File: src/rtl/leve1_fetch.sv
// Instruction fetch front end: credit-limited request issue, 2-entry in-order
// instruction queue, redirect with in-flight response discard.
// Optional performance counters are enabled with `define LEVE1_FETCH_PERF_EN.
module leve1_fetch #(
  parameter int unsigned     XLEN     = 64,
  parameter logic [XLEN-1:0] RESET_PC = XLEN'(64'h0000_0000_8000_0000)
) (
  input  logic            CLK,
  input  logic            RST,
  output logic            IMEM_REQ,
  output logic [XLEN-1:0] IMEM_ADDR,
  input  logic            IMEM_GNT,
  input  logic            IMEM_RVALID,
  input  logic [31:0]     IMEM_RDATA,
  input  logic            REDIRECT,
  input  logic [XLEN-1:0] REDIRECT_PC,
  output logic            OVALID,
  input  logic            OREADY,
  output logic [XLEN-1:0] OPC,
  output logic [31:0]     OINSTR
`ifdef LEVE1_FETCH_PERF_EN
  ,
  output logic [XLEN-1:0] FETCH_CNT,
  output logic [XLEN-1:0] DISCARD_CNT
`endif
);

  localparam logic [1:0] ST_BOOT  = 2'd0;
  localparam logic [1:0] ST_FETCH = 2'd1;
  localparam logic [1:0] ST_FLUSH = 2'd2;

  logic [1:0]      state_q, state_d;
  logic [XLEN-1:0] pc_q, pc_d;
  logic [1:0]      outst_q, outst_d;
  logic [1:0]      discard_q, discard_d;
  logic [1:0]      count_q, count_d;
  logic            wr_ptr_q, wr_ptr_d;
  logic            rd_ptr_q, rd_ptr_d;
  logic [XLEN-1:0] q_pc_q    [0:1];
  logic [XLEN-1:0] q_pc_d    [0:1];
  logic [31:0]     q_instr_q [0:1];
  logic [31:0]     q_instr_d [0:1];

  logic            active;
  logic            redir;
  logic            rsp;
  logic            grant;
  logic            push;
  logic            pop;
  logic [XLEN-1:0] rsp_pc;

  // Low address bits of the redirect target are always forced to zero.
  logic unused_redirect_lsbs;
  assign unused_redirect_lsbs = ^REDIRECT_PC[1:0];

  // NOTE: every signal written here gets a default first, so no path leaves
  // it unassigned and no latch is inferred.
  always_comb begin
    state_d   = state_q;
    pc_d      = pc_q;
    outst_d   = outst_q;
    discard_d = discard_q;
    count_d   = count_q;
    wr_ptr_d  = wr_ptr_q;
    rd_ptr_d  = rd_ptr_q;
    q_pc_d    = q_pc_q;
    q_instr_d = q_instr_q;

    active    = !RST && (state_q != ST_BOOT);
    redir     = active && REDIRECT;
    rsp       = active && IMEM_RVALID;

    // Credit uses registered occupancy only, so a pop frees credit next cycle.
    IMEM_REQ  = !RST && (state_q == ST_FETCH) && !REDIRECT &&
                (({1'b0, outst_q} + {1'b0, count_q}) < 3'd2);
    IMEM_ADDR = pc_q;
    grant     = IMEM_REQ && IMEM_GNT;

    OVALID    = (count_q != 2'd0);
    OPC       = q_pc_q[rd_ptr_q];
    OINSTR    = q_instr_q[rd_ptr_q];
    pop       = OVALID && OREADY;

    push      = rsp && (state_q == ST_FETCH) && !REDIRECT && (outst_q != 2'd0);
    // Responses return in order, so the oldest live request sits outst_q words behind PC.
    rsp_pc    = pc_q - (XLEN'(outst_q) << 2);

    case (state_q)
      ST_BOOT: state_d = ST_FETCH;
      ST_FETCH: begin
        if (redir) begin
          discard_d = outst_q - {1'b0, rsp && (outst_q != 2'd0)};
        end else begin
          if (grant) pc_d = pc_q + XLEN'(4);
          outst_d = outst_q + {1'b0, grant} - {1'b0, push};
          if (push) begin
            q_pc_d[wr_ptr_q]    = rsp_pc;
            q_instr_d[wr_ptr_q] = IMEM_RDATA;
            wr_ptr_d            = !wr_ptr_q;
          end
          if (pop) rd_ptr_d = !rd_ptr_q;
          count_d = count_q + {1'b0, push} - {1'b0, pop};
        end
        state_d = (discard_d != 2'd0) ? ST_FLUSH : ST_FETCH;
      end
      ST_FLUSH: begin
        discard_d = discard_q - {1'b0, rsp && (discard_q != 2'd0)};
        state_d   = (discard_d != 2'd0) ? ST_FLUSH : ST_FETCH;
      end
      default: state_d = ST_BOOT;
    endcase

    if (redir) begin
      pc_d     = {REDIRECT_PC[XLEN-1:2], 2'b00};
      outst_d  = 2'd0;
      count_d  = 2'd0;
      wr_ptr_d = 1'b0;
      rd_ptr_d = 1'b0;
    end
  end

  // NOTE: state uses non-blocking assignments so every flop samples the
  // pre-edge value of every other flop.
  always_ff @(posedge CLK) begin
    if (RST) begin
      state_q   <= ST_BOOT;
      pc_q      <= RESET_PC;
      outst_q   <= 2'd0;
      discard_q <= 2'd0;
      count_q   <= 2'd0;
      wr_ptr_q  <= 1'b0;
      rd_ptr_q  <= 1'b0;
      // NOTE: the queue storage is reset because OPC/OINSTR read it directly
      // and must show zero after reset; it is only two entries.
      for (int i = 0; i < 2; i++) begin
        q_pc_q[i]    <= '0;
        q_instr_q[i] <= '0;
      end
    end else begin
      state_q   <= state_d;
      pc_q      <= pc_d;
      outst_q   <= outst_d;
      discard_q <= discard_d;
      count_q   <= count_d;
      wr_ptr_q  <= wr_ptr_d;
      rd_ptr_q  <= rd_ptr_d;
      q_pc_q    <= q_pc_d;
      q_instr_q <= q_instr_d;
    end
  end

`ifdef LEVE1_FETCH_PERF_EN
  logic [XLEN-1:0] fetch_cnt_q, fetch_cnt_d;
  logic [XLEN-1:0] discard_cnt_q, discard_cnt_d;
  logic            drop;

  always_comb begin
    drop          = rsp && (redir || (state_q == ST_FLUSH));
    fetch_cnt_d   = fetch_cnt_q + XLEN'(pop);
    discard_cnt_d = discard_cnt_q + XLEN'(drop);
  end

  always_ff @(posedge CLK) begin
    if (RST) begin
      fetch_cnt_q   <= '0;
      discard_cnt_q <= '0;
    end else begin
      fetch_cnt_q   <= fetch_cnt_d;
      discard_cnt_q <= discard_cnt_d;
    end
  end

  assign FETCH_CNT   = fetch_cnt_q;
  assign DISCARD_CNT = discard_cnt_q;
`endif

  // A response into a full queue is only legal when the head leaves the same cycle.
  assert property (@(posedge CLK) disable iff (RST)
    !(rsp && (state_q == ST_FETCH) && !REDIRECT && (count_q == 2'd2) && !pop));

endmodule
File: config.mk
export PLATFORM = sky130hd
export DESIGN_NAME = leve1_fetch
export DESIGN_NICKNAME = d
export VERILOG_FILES = /design/src/rtl/leve1_fetch.sv
export SDC_FILE = /design/constraint.sdc
export NUM_CORES = 1
export LEC_CHECK = 0
export CORE_MARGIN = 1
export CORE_UTILIZATION = 27
export DETAILED_ROUTE_END_ITERATION = 12
export MAX_ROUTING_LAYER = met4
export PLACE_DENSITY_LB_ADDON = 0.2
export SETUP_SLACK_MARGIN = 0.02
export SLEW_MARGIN = 20
export SYNTH_ARGS = -nofsm -noshare
export SYNTH_HDL_FRONTEND = slang
export SYNTH_SLANG_ARGS = --single-unit
File: constraint.sdc
create_clock -name CLK -period 3.44 [get_ports CLK]
set_input_delay 1.032 -clock CLK [delete_from_list [all_inputs] [get_ports CLK]]
set_output_delay 1.032 -clock CLK [all_outputs]
set_load 0.02 [all_outputs]
==> results of run 1 <==
## final cells by class
class	instances	share of cell area, %
diodes	2	0.0285
flip-flops and latches	260	29.7
inverters	15	0.321
clock buffers	50	5.72
clock inverters	10	0.791
repair buffers	345	19.2
multi-input cells	1140	40.0
well taps	607	4.33
## worst paths after layout
| check | from | end | slack [ns] |
|---|---|---|---|
| max | REDIRECT | IMEM_REQ | 0.1 |
| min | q_instr_q[49]$_SDFFE_PP0P_ | q_instr_q[49]$_SDFFE_PP0P_ | 0.45 |
| max reg2reg | count_q[0]$_SDFFE_PP0N_ | IMEM_ADDR[37]$_SDFFE_PP0P_ | 0.27 |
| min reg2reg | q_instr_q[49]$_SDFFE_PP0P_ | q_instr_q[49]$_SDFFE_PP0P_ | 0.45 |
## timing repair
| action | 4_1_cts | 5_1_grt |
|---|---|---|
| pin swaps | 2 | 2 |
| gates resized for setup | 5 | 1 |
| setup endpoints to repair | 11 | 3 |
| setup buffers | 4 | 0 |
## synth_stat cells, drive strengths merged, types with 6 or more instances
| library cell | instances |
|---|---|
| a211oi | 68 |
| a21oi | 161 |
| and2 | 6 |
| and3 | 14 |
| and4 | 7 |
| buf | 38 |
| clkbuf | 112 |
| dfxtp | 260 |
| ha | 13 |
| inv | 15 |
| mux2 | 95 |
| nand2 | 178 |
| nand3 | 35 |
| nand4 | 29 |
| nor2 | 145 |
| nor3 | 45 |
| nor4 | 32 |
| o21ai | 114 |
| or3 | 19 |
| or4 | 9 |
| xnor2 | 59 |
| xor2 | 53 |
## layer usage
metal	up-vias	global-route usage (%)	part of all wire, %
met2	298	31.6	48
li1	5939	-	-
met1	5688	23.3	44
met3	60	3.16	5.4
met4	0	5.56	2.2
met5	-	-	0
## power breakdown
part / internal, mW / leakage (nW) / switching [mW]
clock: 2.26 / 0.557 / 1.38
combinational: 0.422 / 3.49 / 0.519
sequential: 3.07 / 2.10 / 0.111
total: 5.75 / 6.15 / 2.01
## cells by family (layout without fill, tap and decap cells)
kind of cell	count (synthesis)	in the layout	synth area share, %
and+or+nand+nor	547	547	20.5
AOI/OAI and AO/OA	363	363	15.9
DFF	260	260	40.5
buffers and inverters	165	420	5.26
xor gates and xnor gates	112	112	7.63
muxes	99	99	8.63
adders and majority gates	15	15	1.58
other	1	6	0.0292
## cell usage in the layout, fill, tap and decap left out, drive strengths merged, types with 2 or more instances in the layout
master and instances:
fa 2, or4b 2, and2 6, nor3b 5, clkdlybuf4s50 255, o211ai 3
nand2b 5, inv 17, and4 7, o21ai 114, nor4b 4, clkbuf 50
nor3 45, or3 19, dfxtp 260, a311oi 3, mux2i 4, diode 2
nor2b 2, buf 90, a31oi 4, or4 9, or2 5, a21oi 161
mux2 95, nand4 29, xor2 53, nor4 32, and3 14, nand2 178
clkinv 4, nand3 35, conb 4, ha 13, nor2 145, a211oi 68
xnor2 59, bufinv 3
## per-stage QoR
step | hold slack [ns] | setup TNS, ns
floorplan | 0.433 | 0
detailed placement | 0.444 | -1.33
CTS | 0.452 | 0
global placement | 0.438 | -1.07
finish | 0.452 | 0
global route | 0.472 | 0
## state kept, by name, summed over array words and instances, names as in the netlist
| name | flops |
|---|---|
| rd_ptr_q | 1 |
| q_pc_q | 124 |
| count_q | 2 |
| outst_q | 2 |
| q_instr_q | 64 |
| discard_q | 2 |
| state_q | 2 |
| IMEM_ADDR | 62 |
| wr_ptr_q | 1 |
## worst max-delay path, cell delays in order
cell             delay (ns)
clkdlybuf4s50_1        0.44
or4b_4                 0.57
nor2_4                 0.12
buf_6                  0.14
==> impl_metrics.tcl, run 1 <==
set metrics [dict create \
    gp_congestion 0.855 \
    rsz0062_at_grt "false" \
    worstPathRequired_ns 2.41 \
    slew_headroom_pct 41.9 \
    drc 12 \
    violations "design-rule violations" \
    core_area_sq_um 46800 \
    cp_max_fo 3 \
    start_kind "input port" \
    htreeDepth 2 \
    drv_slew 0 \
    critPathCaptureType "output pin" \
    post_drt_via_cell_ratio 4.93 \
    critical_path_class "input port to output pin" \
    synth_ff_type "dfxtp_1" \
    area_growth_pct 36.6 \
    dr.first_iter.drc_count 761 \
    syn-cell-area_sq_um 12900 \
    min_period_ns 3.34 \
    arrival_ns 2.31 \
    drt-wirelength-per-cell_um 18.7 \
    setup_viol 0 \
    dieArea_sq_um 48500 \
    final_nets 1913 \
    initial_core_util_pct 27.5 \
    ys_async_sr_fraction_pct 0 \
    max-cap-violations 0 \
    wirelength_um 45500 \
    place_hpwl_um 32600 \
    grt_remaining_overflow 0 \
    via_count 12000 \
    antenna_left 0 \
    regArea_sq_um 5210 \
    grt_pass1_wl_um 69000 \
    hold_depth 2 \
    ir_drop_uv 243 \
    fin_crit_sh_pct 97.2 \
    num_io_pins 264 \
    hp-class "flop to flop" \
    layout_setup_ws_ns 0.0973 \
    clk_pin_slew_ns 0.06 \
    grt_use_total_pct 18.9 \
    multiInputGateArea_sq_um 7020 \
    cts_buffer_depth 3 \
    fin_total_pwr_mw 7.76 \
    clock_skew_ns 0.0166 \
    grt_max_degree 109 \
    leakagePower_nw 6.15 \
    clkLatencyLatePin_ns 0.53 \
    ys_ff_latch 260 \
    ff2ff_path_depth 11 \
    clock-sinks 260 \
    die_w_um 220 \
    postSynthCellCount 1562 \
    antenna_found_initial 2 \
    cts_tree "built" \
    portBuffers 257 \
    p_per_area_nw_per_um2 442 \
    rows 79 \
    avgSynthCellArea_sq_um 8.23 \
    firstDrtPassIters 11 \
    die_h_um 220 \
    ys_warn_count 0 \
    placed_area_sq_um 16400 \
    final_util_pct 37.6 \
    yosysSeqAreaShare_pct 40.5 \
    final_cell_count_no_fill 2429 \
    cts_hold_buf 0 \
    dp.cells 2364 \
    synth_area_leader_cell "dfxtp_1" \
    yosysTopAreaCellShare_pct 40.5 \
    cts_made_buffers 34 \
    worst_pin_slew_ns 0.864 \
    synth.distinct_cells 57 \
    nFillCells 4811 \
    detailedPlace.worstSlack_ns -0.223 \
    synth-edff-count 0 \
    fmaxAchievable_mhz 299 \
    outcome "finished with violations" \
    drive_above_1_share_pct 14.4 \
    grt_pass1_vias 12000 \
    synth_area_leaders "dfxtp_1, mux2_2, a21oi_1" \
    hold_viol 0 \
    stdcell_area_sq_um 17600 \
    root_buffer "clkbuf_16" \
]
No activity file was read; power rests on OpenSTA's default activity.
==> run 2, diff against run 1 <==
--- a/config.mk
+++ b/config.mk
@@ -11,7 +11,7 @@
 export MAX_ROUTING_LAYER = met4
 export PLACE_DENSITY_LB_ADDON = 0.2
 export SETUP_SLACK_MARGIN = 0.02
-export SLEW_MARGIN = 20
+export SLEW_MARGIN = 15
 export SYNTH_ARGS = -nofsm -noshare
 export SYNTH_HDL_FRONTEND = slang
 export SYNTH_SLANG_ARGS = --single-unit
==> constraint.sdc (replaced) <==
create_clock -name CLK -period 3.2 [get_ports CLK]
set_input_delay 0.96 -clock CLK [delete_from_list [all_inputs] [get_ports CLK]]
set_output_delay 0.96 -clock CLK [all_outputs]
set_load 0.02 [all_outputs]
==> run 2 against run 1 <==
The flow finishes with violations (design-rule violations, negative setup slack). First-iteration DRC count down 6.8%. Combinational power rose by 8%. Sequential power rose by 7.5%. Via count rose by 1.3%. Setup slack worse by 0.15 ns. Largest cell class unchanged.
==> impl_metrics.tcl, run 2 (same netlist as run 1, synthesis figures left out) <==
set metrics [dict create \
    grt_max_degree 65 \
    grt_pass1_wl_um 69800 \
    gp_congestion 0.817 \
    grt_remaining_overflow 0 \
    critPathCaptureType "output pin" \
    largest_reg_flops 124 \
    use_met3_pct 2.90 \
    stdcell_area_sq_um 17700 \
    rsz0062_at_grt "true" \
    core_area_sq_um 46800 \
    hp-start "q_instr_q[37]$_SDFFE_PP0P_" \
    grt_use_met2_pct 31.2 \
    ir_drop_uv 336 \
    grt_use_total_pct 19.2 \
    final_nets 1945 \
    nFillCells 4845 \
    critical_path_class "flop to output pin" \
    crit_path_max_incr_delay_ns 0.55 \
    final_util_pct 37.9 \
    timing.rr.start "outst_q[0]$_SDFFE_PP0N_" \
    root_buffer "clkbuf_16" \
    r2r_slack_ns 0.21 \
    max-cap-violations 0 \
    layout_common_cells "dfxtp_1, clkdlybuf4s50_1, nand2_1, a21oi_1, nor2_1" \
    die_h_um 220 \
    violations "design-rule violations, negative setup slack" \
    final_common_cell "dfxtp_1" \
    die_w_um 220 \
    min_period_ns 3.26 \
    p_per_area_nw_per_um2 440 \
    worst-path-buf-inv 1 \
    clk_pin_slew_ns 0.06 \
    slew_headroom_pct 39.1 \
    top_register "q_pc_q" \
    worst_path_max_delay_cell "or4b_4" \
    portBuffers 257 \
    fin_crit_sh_pct 102 \
    firstDrtPassIters 9 \
    setup_viol 1 \
    post_drt_via_cell_ratio 4.95 \
    dieArea_sq_um 48500 \
    cts_tree "built" \
    layout_setup_ws_ns -0.0564 \
    area_growth_pct 38.0 \
    place_hpwl_um 33700 \
    rows 79 \
    hold_viol 0 \
    worst_pin_slew_ns 0.905 \
    clock-sinks 260 \
    hold_depth 2 \
    antenna_left 0 \
    hp-class "flop to flop" \
    holdWs_ns 0.454 \
    ff2ff_path_depth 11 \
    cts_made_buffers 30 \
    final_cell_count_no_fill 2454 \
    dp.cells 2397 \
    reg2reg_to "IMEM_ADDR[60]$_SDFFE_PP0P_" \
    clkLatencyLatePin_ns 0.57 \
    dr.first_iter.drc_count 709 \
    hold_end "q_instr_q[37]$_SDFFE_PP0P_" \
    grt_use_met1_pct 24.9 \
    drive_above_1_share_pct 15.6 \
    busiest_layer "met2" \
    arrival_ns 2.30 \
    initial_core_util_pct 27.5 \
    htreeDepth 1 \
    num_io_pins 264 \
    wirelength_um 46100 \
    start_kind "flop" \
    drt-wirelength-per-cell_um 18.8 \
    crit_path_start "outst_q[0]$_SDFFE_PP0N_" \
    drv_slew 0 \
    clock_skew_ns 0.0279 \
    worstPathRequired_ns 2.24 \
    insertedDiodeCount 0 \
    fmaxAchievable_mhz 307 \
    leakagePower_nw 6.86 \
    via_count 12100 \
    cts_buffer_depth 3 \
    path_delay_family "simple AND/OR/NAND/NOR gates" \
    worstPathCellList "and2_1 > fa_1 > or4b_4 > nor2_4 > buf_6" \
    setup_tns_ns -0.0564 \
    antenna_found_initial 0 \
    grt_pass1_vias 11900 \
    cts_hold_buf 0 \
    drc 13 \
    outcome "finished with violations" \
    placed_area_sq_um 16700 \
    cp_max_fo 3 \
]
[run 2: cell count changes in the layout (fill, tap and decap cells not counted), sizes merged]
cell,previous run,this run
clkdlybuf4s50,255,188
bufbuf,0,1
diode,2,0
inv,17,15
dlymetal6s2s,0,20
clkinvlp,1,0
bufinv,3,2
clkbuf,50,45
buf,90,125
dlygate4sd2,0,47
[run 2: worst max-delay path by stage]
stage,slack [ns],end,depth (start not counted)
final,-0.06,IMEM_REQ,5
after floorplan,0.06,IMEM_ADDR[37]$_SDFFE_PP0P_,8
after global routing,-0.12,IMEM_REQ,5
after CTS,-0.09,IMEM_REQ,5
after detailed placement,-0.59,IMEM_REQ,4
after global placement,-0.58,IMEM_REQ,4
[run 2: layout make-up]
cell class	count	area (sq um)	area share, %
Tap cell	607	759	4.28
Inverter	15	56.3	0.317
Timing Repair Buffer	381	3750	21.1
Sequential cell	260	5210	29.4
Clock inverter	6	80.1	0.452
Multi-Input combinational cell	1140	7020	39.6
Clock buffer	45	858	4.84
[run 2: routing by layer]
metal  routed length (um)  up-vias
met5                    0        -
met4                 1030        0
met3                 2160       72
met2                22000      310
met1                20900     5756
li1                     -     5999
[run 2: timing repair]
action,CTS,global route
cloned,1,0
setup buffers,4,1
resized for setup,55,22
setup endpoints to repair,84,28
[run 2: stage by stage]
step / power (mW) / worst slack [ns]
after global placement: 4.50 / -0.575
final: 7.80 / -0.0564
after CTS: 7.88 / -0.0861
after global routing: 8.09 / -0.120
after floorplan: 3.98 / 0.0598
after detailed placement: 4.50 / -0.591
[run 2: power by group]
part	internal, mW	switching, mW	leakage (nW)
registers	3.30	0.119	2.10
logic	0.459	0.558	4.30
clock network	1.99	1.37	0.460
total	5.75	2.05	6.86
[run 2: worst min-delay path: cells and delay by family (launching register included)]
family          cells  cell delay (ns)
compound gates      1             0.05
simple gates        1             0.05
flops               1             0.30
